[config.mk]
export PLATFORM = sky130hd
export DESIGN_NAME = minc_run_ctrl
export DESIGN_NICKNAME = d
export VERILOG_FILES = /design/src/rtl/minc_dbg_pkg.sv /design/src/rtl/minc_sat_counter.sv /design/src/rtl/minc_run_ctrl.sv
export SDC_FILE = /design/constraint.sdc
export NUM_CORES = 1
export LEC_CHECK = 0
export ABC_AREA = 1
export BUFFER_PORTS_ARGS = -buffer_cell sky130_fd_sc_hd__buf_2
export CAP_MARGIN = 20
export CORE_ASPECT_RATIO = 1.25
export CORE_MARGIN = 2
export CORE_UTILIZATION = 47
export DETAILED_ROUTE_END_ITERATION = 12
export HOLD_SLACK_MARGIN = 0.02
export PLACE_DENSITY = 0.79
export RECOVER_POWER = 25
export SYNTH_ARGS = -nofsm -noshare
export SYNTH_HDL_FRONTEND = slang
export SYNTH_SLANG_ARGS = --single-unit
[constraint.sdc]
create_clock -name CLK -period 1.8 [get_ports CLK]
set_input_delay 0.09 -clock CLK [delete_from_list [all_inputs] [get_ports CLK]]
set_output_delay 0.09 -clock CLK [all_outputs]
set_load 0.02 [all_outputs]
[src/rtl/minc_dbg_pkg.sv]
// minc_dbg_pkg: command opcodes and controller state encoding shared by the minc run controller
package minc_dbg_pkg;
   localparam logic [1:0] CMD_HALT   = 2'd0;
   localparam logic [1:0] CMD_RUN    = 2'd1;
   localparam logic [1:0] CMD_STEP   = 2'd2;
   localparam logic [1:0] CMD_SET_BP = 2'd3;
   typedef enum logic [1:0] {
      ST_HALTED   = 2'd0,
      ST_RUNNING  = 2'd1,
      ST_STEPPING = 2'd2
   } run_state_e;
endpackage

[src/rtl/minc_sat_counter.sv]
// minc_sat_counter: counts enabled cycles and holds at all-ones; ports clk, rst (sync high), en, q
module minc_sat_counter #(
   parameter int W = 16
) (
   input  logic         clk,
   input  logic         rst,
   input  logic         en,
   output logic [W-1:0] q
);
   always_ff @(posedge clk)
      if (rst) q <= '0;
      else if (en && q != '1) q <= q + W'(1);
endmodule

[src/rtl/minc_run_ctrl.sv]
// minc_run_ctrl: run/step/breakpoint sequencer gating the minc core execute enable
// ports: CLK, RESET (sync high), cmd_valid/cmd_ready/cmd_op/cmd_arg command port,
//        pc_in core PC, cpu_en execute enable, halted, bp_hit pulse, cyc_cnt executed cycles
// MINC_RUN_CTRL_CYCCNT_EN: when defined cyc_cnt counts enabled cycles, otherwise it reads 0
module minc_run_ctrl
   import minc_dbg_pkg::*;
#(
   parameter int  PC_W   = 8,
   parameter int  STEP_W = 8,
   parameter int  CNT_W  = 16,
   localparam int ARG_W  = (PC_W > STEP_W) ? PC_W : STEP_W
) (
   input  logic             CLK,
   input  logic             RESET,
   input  logic             cmd_valid,
   output logic             cmd_ready,
   input  logic [1:0]       cmd_op,
   input  logic [ARG_W-1:0] cmd_arg,
   input  logic [PC_W-1:0]  pc_in,
   output logic             cpu_en,
   output logic             halted,
   output logic             bp_hit,
   output logic [CNT_W-1:0] cyc_cnt
);
   run_state_e        state, state_n;
   logic [PC_W-1:0]   bp_addr, bp_addr_n;
   logic [STEP_W-1:0] step_left, step_left_n, step_arg;
   logic              bp_en, bp_en_n, skip_bp, skip_bp_n, bp_match, take;
   assign step_arg  = cmd_arg[STEP_W-1:0];
   assign cmd_ready = (state != ST_STEPPING) || (cmd_op == CMD_HALT);
   assign take      = cmd_valid && cmd_ready;
   // skip_bp lets a RUN issued while parked on the breakpoint execute that instruction once
   assign bp_match  = bp_en && (pc_in == bp_addr) && !skip_bp;
   assign cpu_en    = (state == ST_RUNNING) ? !bp_match : (state == ST_STEPPING) && (step_left != '0);
   assign halted    = state == ST_HALTED;
   always_ff @(posedge CLK)
      if (RESET) begin
         state     <= ST_HALTED;
         bp_addr   <= '0;
         bp_en     <= 1'b0;
         step_left <= '0;
         skip_bp   <= 1'b0;
         bp_hit    <= 1'b0;
      end else begin
         state     <= state_n;
         bp_addr   <= bp_addr_n;
         bp_en     <= bp_en_n;
         step_left <= step_left_n;
         skip_bp   <= skip_bp_n;
         bp_hit    <= (state == ST_RUNNING) && bp_match;
      end
   always_comb begin
      state_n     = state;
      step_left_n = step_left;
      skip_bp_n   = skip_bp;
      bp_en_n     = bp_en || (take && cmd_op == CMD_SET_BP);
      bp_addr_n   = (take && cmd_op == CMD_SET_BP) ? cmd_arg[PC_W-1:0] : bp_addr;
      case (state)
         ST_HALTED: begin
            if (take && cmd_op == CMD_RUN) begin
               state_n   = ST_RUNNING;
               skip_bp_n = 1'b1;
            end else if (take && cmd_op == CMD_STEP && step_arg != '0) begin
               state_n     = ST_STEPPING;
               step_left_n = step_arg;
            end
         end
         ST_RUNNING: begin
            // a breakpoint wins over any command accepted in the same cycle
            if (bp_match) state_n = ST_HALTED;
            else begin
               skip_bp_n = 1'b0;
               if (take && cmd_op == CMD_HALT) state_n = ST_HALTED;
               else if (take && cmd_op == CMD_STEP) begin
                  state_n     = (step_arg != '0) ? ST_STEPPING : ST_HALTED;
                  step_left_n = step_arg;
               end
            end
         end
         ST_STEPPING: begin
            step_left_n = (take && cmd_op == CMD_HALT) ? '0 : step_left - STEP_W'(step_left != '0);
            state_n     = ((take && cmd_op == CMD_HALT) || step_left <= STEP_W'(1)) ? ST_HALTED : ST_STEPPING;
         end
         default: state_n = ST_HALTED;
      endcase
   end
`ifdef MINC_RUN_CTRL_CYCCNT_EN
   minc_sat_counter #(.W(CNT_W)) u_cnt (.clk(CLK), .rst(RESET), .en(cpu_en), .q(cyc_cnt));
`else
   assign cyc_cnt = '0;
`endif
endmodule

==> results of run 1 <==
-- cell families after synthesis --
group	after synthesis	share of synthesized area, %
AOI/OAI and AO/OA	36	12.8
xor gates and xnor gates	5	2.84
adders and majority gates	2	1.62
buffers and inverters	56	18.4
DFF	21	27.3
other	1	0.243
and+or+nand+nor	126	36.8
-- state kept, by name, indices dropped and copies added, names as in the netlist --
name       count
bp_addr        8
state          2
skip_bp        1
bp_en          1
step_left      8
bp_hit         1
-- layer usage --
layer,routed length (um),vias to the layer above,track usage (%)
li1,-,816,-
met2,2070,51,38.5
met5,0,-,0
met1,1470,709,24.1
met4,68,0,8.23
met3,245,9,2.65
-- layout make-up --
| cell class | instances | area [um^2] |
|---|---|---|
| multi-input combinational | 185 | 968 |
| clock buffer | 4 | 45.0 |
| sequential | 21 | 425 |
| inverter | 36 | 135 |
| tap | 37 | 46.3 |
| timing repair buffer | 40 | 238 |
| fill | 313 | 1310 |
-- per-stage QoR --
stage	setup TNS, ns	hold WS [ns]	setup WS, ns	instances	utilization (%)
CTS	-0.129	0.0317	-0.0503	322	57.4
floorplan	0	0.159	0.00486	262	-
global placement	-0.235	0.310	-0.0695	313	53.6
detailed placement	-0.384	0.311	-0.115	313	53.6
global route	-0.973	0.0384	-0.207	323	58.7
finish	-0.424	0.0269	-0.100	323	58.7
-- cells in the mapped netlist --
| cell | instances |
|---|---|
| o21ai_0 | 12 |
| buf_6 | 1 |
| clkbuf_1 | 1 |
| nand2_4 | 1 |
| nand3b_1 | 5 |
| nor3b_2 | 1 |
| a21oi_2 | 1 |
| or2_2 | 1 |
| nor2_1 | 37 |
| buf_2 | 1 |
| o22ai_1 | 2 |
| o21ai_2 | 1 |
| a22oi_1 | 2 |
| dfxtp_1 | 21 |
| inv_1 | 35 |
| or3_1 | 1 |
| o21a_1 | 1 |
| conb_1 | 1 |
| nand3_2 | 1 |
| nand4_1 | 2 |
| ha_1 | 2 |
| nand2_1 | 61 |
| a21oi_1 | 17 |
| buf_4 | 17 |
| xnor2_1 | 3 |
| inv_2 | 1 |
| nand3_1 | 14 |
| xor2_1 | 2 |
| nand4_4 | 1 |
| nor2_4 | 1 |
-- report_power, final --
part,internal (mW),switching [mW]
combinational,0.415,0.473
sequential,0.519,0.0474
clock,0.158,0.162
total,1.09,0.682
-- worst reg2reg max path, stage by stage (launching register included) --
cell	delay [ns]
dfxtp_2	0.35
nor2_4	0.13
nand2_2	0.06
or3_4	0.39
ha_4	0.19
ha_4	0.18
nand3_2	0.08
nor2_1	0.04
nor2_1	0.08
nand2_1	0.06
nand2_1	0.05
nand3b_1	0.09
nand2_1	0.06
nor2_1	0.09
-- cell usage in the layout, fill, tap and decap left out, types with 4 or more instances in the layout --
master,n
a21oi_1,17
buf_2,22
buf_4,14
clkbuf_1,4
conb_1,16
dfxtp_1,17
dfxtp_2,4
inv_1,35
nand2_1,58
nand3_1,13
nand3b_1,5
nor2_1,32
nor2_4,4
o21ai_0,10
-- what timing repair did --
item / 4_1_cts / 5_1_grt
setup buffers: 6 / 2
setup endpoints to repair: 5 / 8
pin swaps: 8 / 6
resized for setup: 8 / 14
endpoints found under the hold margin: 0 / 0
-- worst paths after layout --
check	startpoint	cells past startpoint	end
hold / removal	RESET	2	bp_en$_SDFF_PP0_
setup reg to reg	step_left[2]$_SDFFE_PP0P_	13	step_left[6]$_SDFFE_PP0P_
hold reg to reg	bp_addr[2]$_SDFFE_PP0P_	2	bp_addr[2]$_SDFFE_PP0P_
setup / recovery	step_left[2]$_SDFFE_PP0P_	13	step_left[6]$_SDFFE_PP0P_
==> summary.txt, run 1 <==
Cells and area
  • Ratio of cells with drive above 1 in the final layout: 22.7%
  • Post-layout instance area: roughly 1900 um^2
  • Number of diodes: 0
  • Area grow syn2layout: 20.6%
  • Final nets: 310

Yosys
  • Cells after Synth: 247
  • Post-Syn Area: 1540 um^2
  • Sequential share of the synthesized area: a little over a quarter
  • Ys Warns: 0
  • Post-synth top area cell: dfxtp_1
  • Syn Area/Cell: 6.24 um^2
  • Synth cell types: 30
  • Share of the synthesized area in the top cell type: 27.3%
  • Yosys reg bits: 21
  • Area contributors post-synth: dfxtp_1, nand2_1, nor2_1

Timing
  • Final hold violations: 0
  • Slew headroom: a little under three fifths
  • Slew Limit Fails: 0
  • RSZ-0062 raised after global routing: true
  • Worst slew pin tran: 0.644 ns
  • Final worst path period share: 106%
  • Tmin final: 1.90 ns
  • Final setup violation count: 6
  • FMAX: 526 MHz
  • Clock skew: between 0.004 and 0.005 ns
  • Setup ws final: -0.100 ns

Placed design
  • Post-DP HPWL: between 2000 and 3000 um
  • Port Buffers: 24
  • Placed cell areas: 1700 um^2
  • RD Place Congestion: 0.947

Clocking
  • CTS Buf Count: 3
  • Cts hold-fix bufs: 0
  • Worst-path clk slew: 0.08 ns
  • CTS root buf: clkbuf_8
  • Max Buffers Root-to-Sink: 2
  • Htree depth: 1
  • Clock latency on the worst-skew pair: approximately 0.26 ns
  • Clock tree sinks: 21
  • CTS tree: yes

Critical path
  • Cell with the largest stage delay on the worst path: or3_4
  • Crit Path Max Fanout: 3
  • Worst Path Required: 2.00 ns
  • Buffers & Inverters on Critical Path: 0
  • CP endpoint kind: register
  • WS Path Type: reg2reg
  • Crit path cell chain: nor2_4 -> nand2_2 -> or3_4 -> ha_4 -> ha_4 -> nand3_2 -> nor2_1 -> nor2_1 -> nand2_1 -> nand2_1 -> nand3b_1 -> nand2_1 -> nor2_1
  • Startpoint Class: register
  • Reg2Reg Setup Slack: -0.10 ns
  • CP top delay family: simple AND/OR/NAND/NOR gates
  • CP peak stage delay: 0.39 ns
  • Crit path DAT: 2.10 ns

Die
  • Die span in x: 55.2 um
  • Total core area: 3170 um^2
  • Initial Util: 48.7%
  • Placement Rows: 23
  • Die Height: 68.0 um
  • I/O pin cnt: 41
  • Die area: roughly 3800 um^2

Power
  • Max VDD drop: 0.580 mV
  • Power consumption: about 1.8 mW
  • PwrDens: about 950 nW/um^2
  • Static leakage: 0.949 nW

Global routing
  • Grt total ovfl: 0
  • Vias in the first global route: about 1,500
  • Tot GR Track Use: 20.6%
  • First-pass GRT wire length: 6190 um
  • Initial antenna violation count: 0
  • Largest net degree at the start of global routing: 18

Routing
  • Routed WL per cell: 11.9 um
  • Drt via density: 4.91
  • First DRT Iteration DRCs: 70
  • Total iterations of the first detailed-routing run: 4
  • Drt total wl: 3850 um
  • Remaining DRCs: 0
  • Vias: 1,585
  • Routed Antenna Nets: 0

Flow run
  • Max cap viols: 0

Run status
  • Status: finished, violations left
  • Failing checks: setup timing

Min path
  • Tightest Hold Check Type: in2reg
Power figures use the tool's default switching activity.
==> inputs of run 2 (changes only) <==
--- a/config.mk
+++ b/config.mk
@@ -10,10 +10,10 @@
 export CAP_MARGIN = 20
 export CORE_ASPECT_RATIO = 1.25
 export CORE_MARGIN = 2
-export CORE_UTILIZATION = 47
+export CORE_UTILIZATION = 44
 export DETAILED_ROUTE_END_ITERATION = 12
 export HOLD_SLACK_MARGIN = 0.02
-export PLACE_DENSITY = 0.79
+export PLACE_DENSITY = 0.71
 export RECOVER_POWER = 25
 export SYNTH_ARGS = -nofsm -noshare
 export SYNTH_HDL_FRONTEND = slang
==> run 2 against run 1 <==
The run still ends with setup timing left; final cell count rose by 0.31%; sequential power decreased by 1%; count of clock-buffer cells in the layout is the same; sequential share of layout area shrank 0.29 points; combinational power about the same; non-clock buffer count fell by 1.
==> summary.txt, run 2 (synthesized netlist as in run 1, its figures left out) <==
Power
  • PwrDens: about 930 nW/um^2
  • Max VDD drop: 0.529 mV
  • Static leakage: 0.949 nW
  • Power consumption: 1.76 mW

Timing
  • Total negative slack: -0.306 ns
  • Final hold violations: 0
  • Final worst path period share: 107%
  • Worst slew pin tran: 0.640 ns
  • Slew Limit Fails: 0
  • Worst hold margin: 0.0380 ns
  • RSZ-0062 raised after global routing: true
  • Setup ws final: -0.127 ns
  • FMAX: 519 MHz
  • Final setup violation count: 5
  • Slew headroom: 57.3%
  • Tmin final: 1.93 ns
  • Clock skew: roughly 0.0030 ns

Critical path
  • Crit Path Max Fanout: 3
  • Worst Path Required: 2.00 ns
  • Crit path DAT: 2.12 ns
  • CP peak stage delay: ~0.36 ns
  • Reg2Reg Setup Slack: -0.13 ns
  • CP top delay family: simple AND/OR/NAND/NOR gates
  • WS Path Type: reg2reg
  • Startpoint Class: register
  • Buffers & Inverters on Critical Path: 0
  • CP endpoint kind: register
  • Cell with the largest stage delay on the worst path: or3_4
  • Crit path cell chain: nor2_2 -> nand2_2 -> or3_4 -> ha_4 -> ha_4 -> nand3_4 -> nor2_2 -> nor2_1 -> nand2_1 -> nand2_1 -> nand3b_1 -> nand2_1 -> nor2_1
  • CP most frequent cell: nand2_1

Placed design
  • Placed cell areas: 1700 um^2
  • Worst slack at placement: -0.139 ns
  • Post-DP HPWL: roughly 2600 um
  • RD Place Congestion: 0.877
  • Port Buffers: 24

Clocking
  • CTS tree: yes
  • CTS Buf Count: 3
  • Clock tree sinks: 21
  • Max Buffers Root-to-Sink: 2
  • Htree depth: 1
  • CTS root buf: clkbuf_8
  • Worst-path clk slew: 0.08 ns
  • Clock latency on the worst-skew pair: 0.26 ns

Die
  • Initial Util: 45.0%
  • Die area: 3990 um^2
  • Die span in x: 56.9 um
  • Placement Rows: 24
  • Die Height: approximately 70 um
  • I/O pin cnt: between 40 and 50
  • Total core area: 3420 um^2

Routing
  • Routed Antenna Nets: 0
  • Total iterations of the first detailed-routing run: 4
  • Vias: roughly 1,500
  • Routed WL per cell: between 10 and 15 um
  • Remaining DRCs: 0
  • Drt via density: approximately 4.7
  • First DRT Iteration DRCs: 56
  • Drt total wl: 3570 um

Global routing
  • Largest net degree at the start of global routing: 18
  • Grt total ovfl: 0
  • First-pass GRT wire length: a little over 6000 um
  • Initial antenna violation count: 0
  • Vias in the first global route: between 1,000 and 1,500
  • Tot GR Track Use: 18.7%

Cells and area
  • Final nets: between 300 and 400
  • Area grow syn2layout: 22.2%
  • Largest regs: bp_addr: 8 flops, step_left: 8 flops, state: 2 flops
  • Most frequent cells in the layout: nand2_1, inv_1, nor2_1
  • Number of diodes: 0
  • Commonest non-fill, non-tap cell in the layout: nand2_1
  • Post-layout instance area: ~1900 um^2
  • Fillers: 347
  • Ratio of cells with drive above 1 in the final layout: a little under a quarter

Min path
  • Tightest Hold Check Type: in2reg

Run status
  • Failing checks: setup timing
  • Status: finished, violations left

Flow run
  • Max cap viols: 0
==> run 2: routing by layer <==
layer / part of all wire, % / track usage [%] / vias up / wire length (um)
met1: 42 / 23.7 / 663 / 1500
li1: - / - / 818 / -
met2: 50 / 32.3 / 44 / 1790
met5: 0 / 0 / - / 0
met4: 2.5 / 6.46 / 0 / 91
met3: 5.2 / 2.22 / 10 / 186
==> run 2: path summary, 6_finish.rpt <==
| path | start | endpoint | cells past startpoint |
|---|---|---|---|
| worst min-delay path | RESET | skip_bp$_SDFFE_PP0P_ | 2 |
| worst max register to register | step_left[3]$_SDFFE_PP0P_ | step_left[6]$_SDFFE_PP0P_ | 13 |
| worst max-delay path | step_left[3]$_SDFFE_PP0P_ | step_left[6]$_SDFFE_PP0P_ | 13 |
| worst min register to register | bp_addr[2]$_SDFFE_PP0P_ | bp_addr[2]$_SDFFE_PP0P_ | 2 |
==> run 2: layout make-up <==
class	instances	area [um^2]	area share, %
Timing Repair Buffer	39	230	12.2
Clock buffer	4	45.0	2.39
Inverter	36	135	7.18
Sequential cell	21	425	22.6
Multi-Input combinational cell	185	997	53.0
Tap cell	39	48.8	2.59
==> run 2: timing repair <==
item | in CTS | in global routing
pin swaps | 7 | 12
resized for setup | 10 | 16
buffers inserted | 4 | 1
endpoints found under the setup margin | 5 | 8
hold buffers | 0 | 0
cloned | 0 | 0
==> run 2: through the flow <==
step / std cells / utilization [%]
after floorplan: 262 / -
after global placement: 315 / 49.7
after detailed placement: 315 / 49.7
after CTS: 323 / 53.3
after global routing: 324 / 55.0
final: 324 / 55.0
==> run 2: power breakdown <==
group	switching [mW]	leakage (nW)	internal, mW
clock	0.154	0.0228	0.158
sequential	0.0401	0.174	0.519
combinational	0.474	0.753	0.413
==> inputs of run 3 (changes only) <==
--- a/config.mk
+++ b/config.mk
@@ -5,7 +5,6 @@
 export SDC_FILE = /design/constraint.sdc
 export NUM_CORES = 1
 export LEC_CHECK = 0
-export ABC_AREA = 1
 export BUFFER_PORTS_ARGS = -buffer_cell sky130_fd_sc_hd__buf_2
 export CAP_MARGIN = 20
 export CORE_ASPECT_RATIO = 1.25
@@ -13,7 +12,7 @@
 export CORE_UTILIZATION = 44
 export DETAILED_ROUTE_END_ITERATION = 12
 export HOLD_SLACK_MARGIN = 0.02
-export PLACE_DENSITY = 0.71
+export PLACE_DENSITY = 0.73
 export RECOVER_POWER = 25
 export SYNTH_ARGS = -nofsm -noshare
 export SYNTH_HDL_FRONTEND = slang
==> run 3 against run 2 <==
The flow still finishes with violations (setup timing); routed wire length fell by 0.81%; final cell count is 25% lower; final area shrank 8.9%; count of clock-buffer cells in the layout fell by 1; fmax shrank 20%; combinational power decreased by 40%; via count decreased by 11%; register-to-register slack worse by 0.47 ns; sequential cell count stayed put; critical path type unchanged.
==> summary.txt, run 3 <==
Run status
  • Status: finished, violations left
  • Failing checks: setup timing

Timing
  • Setup ws final: -0.599 ns
  • Slew Limit Fails: 0
  • Final setup violation count: 9
  • RSZ-0062 raised after global routing: true
  • FMAX: 417 MHz
  • Total negative slack: -4.51 ns
  • Clock skew: 0.00237 ns
  • Final worst path period share: 133%
  • Tmin final: 2.40 ns
  • Final hold violations: 0

Flow run
  • Max cap viols: 0

Routing
  • Drt via density: 5.58
  • Routed Antenna Nets: 0
  • Vias: 1,361
  • First DRT Iteration DRCs: 35
  • Remaining DRCs: 0
  • Routed WL per cell: between 10 and 15 um
  • Total iterations of the first detailed-routing run: 4
  • Drt total wl: approximately 3500 um

Cells and area
  • Layout Cells excl Fill: 244
  • Final nets: ~230
  • Area grow syn2layout: 27.4%
  • Largest regs: bp_addr: 8 flops, step_left: 8 flops, state: 2 flops
  • Ratio of cells with drive above 1 in the final layout: 32.2%
  • Post-layout instance area: 1710 um^2
  • Commonest non-fill, non-tap cell in the layout: buf_4
  • Number of diodes: 0
  • Most frequent cells in the layout: buf_4, buf_2, dfxtp_1

Min path
  • Worst min-delay path startpoint: cmd_arg[4]
  • Tightest Hold Check Type: in2reg

Yosys
  • Share of the synthesized area in the top cell type: 31.3%
  • Post-Syn Area: 1350 um^2
  • Yosys reg bits: 21
  • Synth cell types: 42
  • Sequential share of the synthesized area: 31.3%
  • Post-synth top area cell: dfxtp_1
  • Most frequent cells after synthesis: dfxtp_1, nor2_1, buf_4
  • Cells after Synth: 162
  • Syn Area/Cell: around 8.3 um^2
  • Area contributors post-synth: dfxtp_1, buf_4, mux2i_1
  • Post-synth EDFFs: 0
  • Ys Warns: 0
  • FFs w/ async S/R, synth: 0%
  • Post-synth top flop: dfxtp_1
  • Count leader, synth: dfxtp_1

Power
  • Static leakage: 0.748 nW
  • Max VDD drop: around 0.65 mV
  • Power consumption: 1.27 mW
  • Switching Fraction: 33.7%
  • Internal Power: 0.844 mW
  • Sequential share of power: 40.0%
  • Clock power share: 18.4%
  • PwrDens: 742 nW/um^2
  • Comb pwr share: 41.6%
  • Net Switching: roughly 0.43 mW

Die
  • I/O pin cnt: 41
  • Die Height: 65.8 um
  • Total core area: 2920 um^2
  • Placement Rows: 22
  • Die span in x: 53.5 um
  • Initial Util: a little under half
  • Die area: 3520 um^2

Clocking
  • Htree depth: 1
  • Clock latency on the worst-skew pair: 0.30 ns
  • Max Buffers Root-to-Sink: 2
  • CTS tree: yes
  • Worst-path clk slew: 0.12 ns
  • Clock tree sinks: 21
  • CTS root buf: clkbuf_4
  • CTS Buf Count: 3
  • Cts hold-fix bufs: 0

Critical path
  • CP startpoint: step_left[4]$_SDFFE_PP0P_
  • Capturing point of the worst reg2reg path: step_left[5]$_SDFFE_PP0P_
  • Cell with the largest stage delay on the worst path: or4_4
  • Startpoint Class: register
  • Critical Path End: step_left[5]$_SDFFE_PP0P_
  • Crit path DAT: 2.61 ns
  • Worst r2r src: step_left[4]$_SDFFE_PP0P_
  • CP endpoint kind: register
  • Worst Path Required: 2.01 ns
  • FF-to-FF path depth: 10
  • WS Path Type: reg2reg
  • Crit Path Max Fanout: 5
  • CP peak stage delay: 0.52 ns
  • Reg2Reg Setup Slack: -0.60 ns
  • CP most frequent cell: or4_4
  • Crit path cell chain: or4_4 -> or2_4 -> nor3_4 -> nand2_2 -> ha_4 -> or3b_4 -> or4_4 -> a2bb2oi_2 -> nor2_1 -> a32o_1

Global routing
  • Largest net degree at the start of global routing: 22
  • Vias in the first global route: 1,277
  • First-pass GRT wire length: 5730 um
  • Tot GR Track Use: 21.7%
  • Initial antenna violation count: 0
  • Grt total ovfl: 0

Placed design
  • Port Buffers: 24
  • Placed cells: 237
  • Worst slack at placement: -0.706 ns
  • RD Place Congestion: 0.890
  • Post-DP HPWL: between 2000 and 3000 um
  • Placed cell areas: 1600 um^2
run 3: repair_timing:
action	4_1_cts	5_1_grt
pin swaps	11	7
buffers inserted	4	0
resized for setup	11	7
endpoints found under the setup margin	9	9
run 3: cell families (layout without fill, tap and decap cells):
logic type	after synthesis	count (layout)	synth area share [%]
adders and majority gates	2	2	1.86
AOI/OAI and AO/OA	33	33	17.5
DFF	21	21	31.3
and+or+nand+nor	61	61	24.3
xor gates and xnor gates	10	10	6.51
muxes	8	8	5.95
buffers and inverters	26	57	12.4
other	1	16	0.279
run 3: critical path: cells and delay by family, from the launching register on:
| family | cells | cell delay (ns) |
|---|---|---|
| DFF | 1 | 0.34 |
| and+or+nand+nor | 7 | 1.46 |
| adders and majority gates | 1 | 0.18 |
| AOI/OAI and AO/OA | 2 | 0.33 |
run 3: layer usage:
metal	wire, um	GRT usage, %	up-vias
li1	-	-	643
met1	1370	26.9	628
met2	1830	37.5	76
met3	226	2.26	14
met4	113	8.33	0
met5	0	0	-
run 3: layout make-up:
type                    count  area [um^2]
well taps                  36         45.0
inverters                   4         15.0
repair buffers             49          312
multi-input cells         130          892
fillers                   259         1200
clock buffers               3         22.5
flip-flops and latches     21          423
clock inverters             1         5.00
run 3: worst min-delay path by stage:
| stage | end | slack, ns | cells after the start |
|---|---|---|---|
| 2_1_floorplan | bp_addr[0]$_SDFFE_PP0P_ | 0.23 | 2 |
| 3_3_place_gp | bp_addr[0]$_SDFFE_PP0P_ | 0.35 | 3 |
| 3_5_place_dp | bp_addr[4]$_SDFFE_PP0P_ | 0.37 | 3 |
| 4_1_cts | bp_addr[4]$_SDFFE_PP0P_ | 0.06 | 3 |
| 5_1_grt | bp_addr[0]$_SDFFE_PP0P_ | 0.08 | 3 |
| 6_report | bp_addr[4]$_SDFFE_PP0P_ | 0.05 | 3 |
run 3: power groups by stage:
stage	logic (mW)	registers, mW	clock network [mW]
6_report	0.529	0.509	0.234
5_1_grt	0.570	0.512	0.248
4_1_cts	0.489	0.509	0.235
3_5_place_dp	0.405	0.518	0
3_3_place_gp	0.392	0.516	0
2_1_floorplan	0.279	0.522	0
run 3: stage by stage:
| step | utilization [%] | hold WS, ns |
|---|---|---|
| 2_1_floorplan | - | 0.234 |
| 3_3_place_gp | 54.7 | 0.354 |
| 3_5_place_dp | 54.7 | 0.374 |
| 4_1_cts | 58.2 | 0.0568 |
| 5_1_grt | 58.7 | 0.0754 |
| 6_report | 58.7 | 0.0450 |
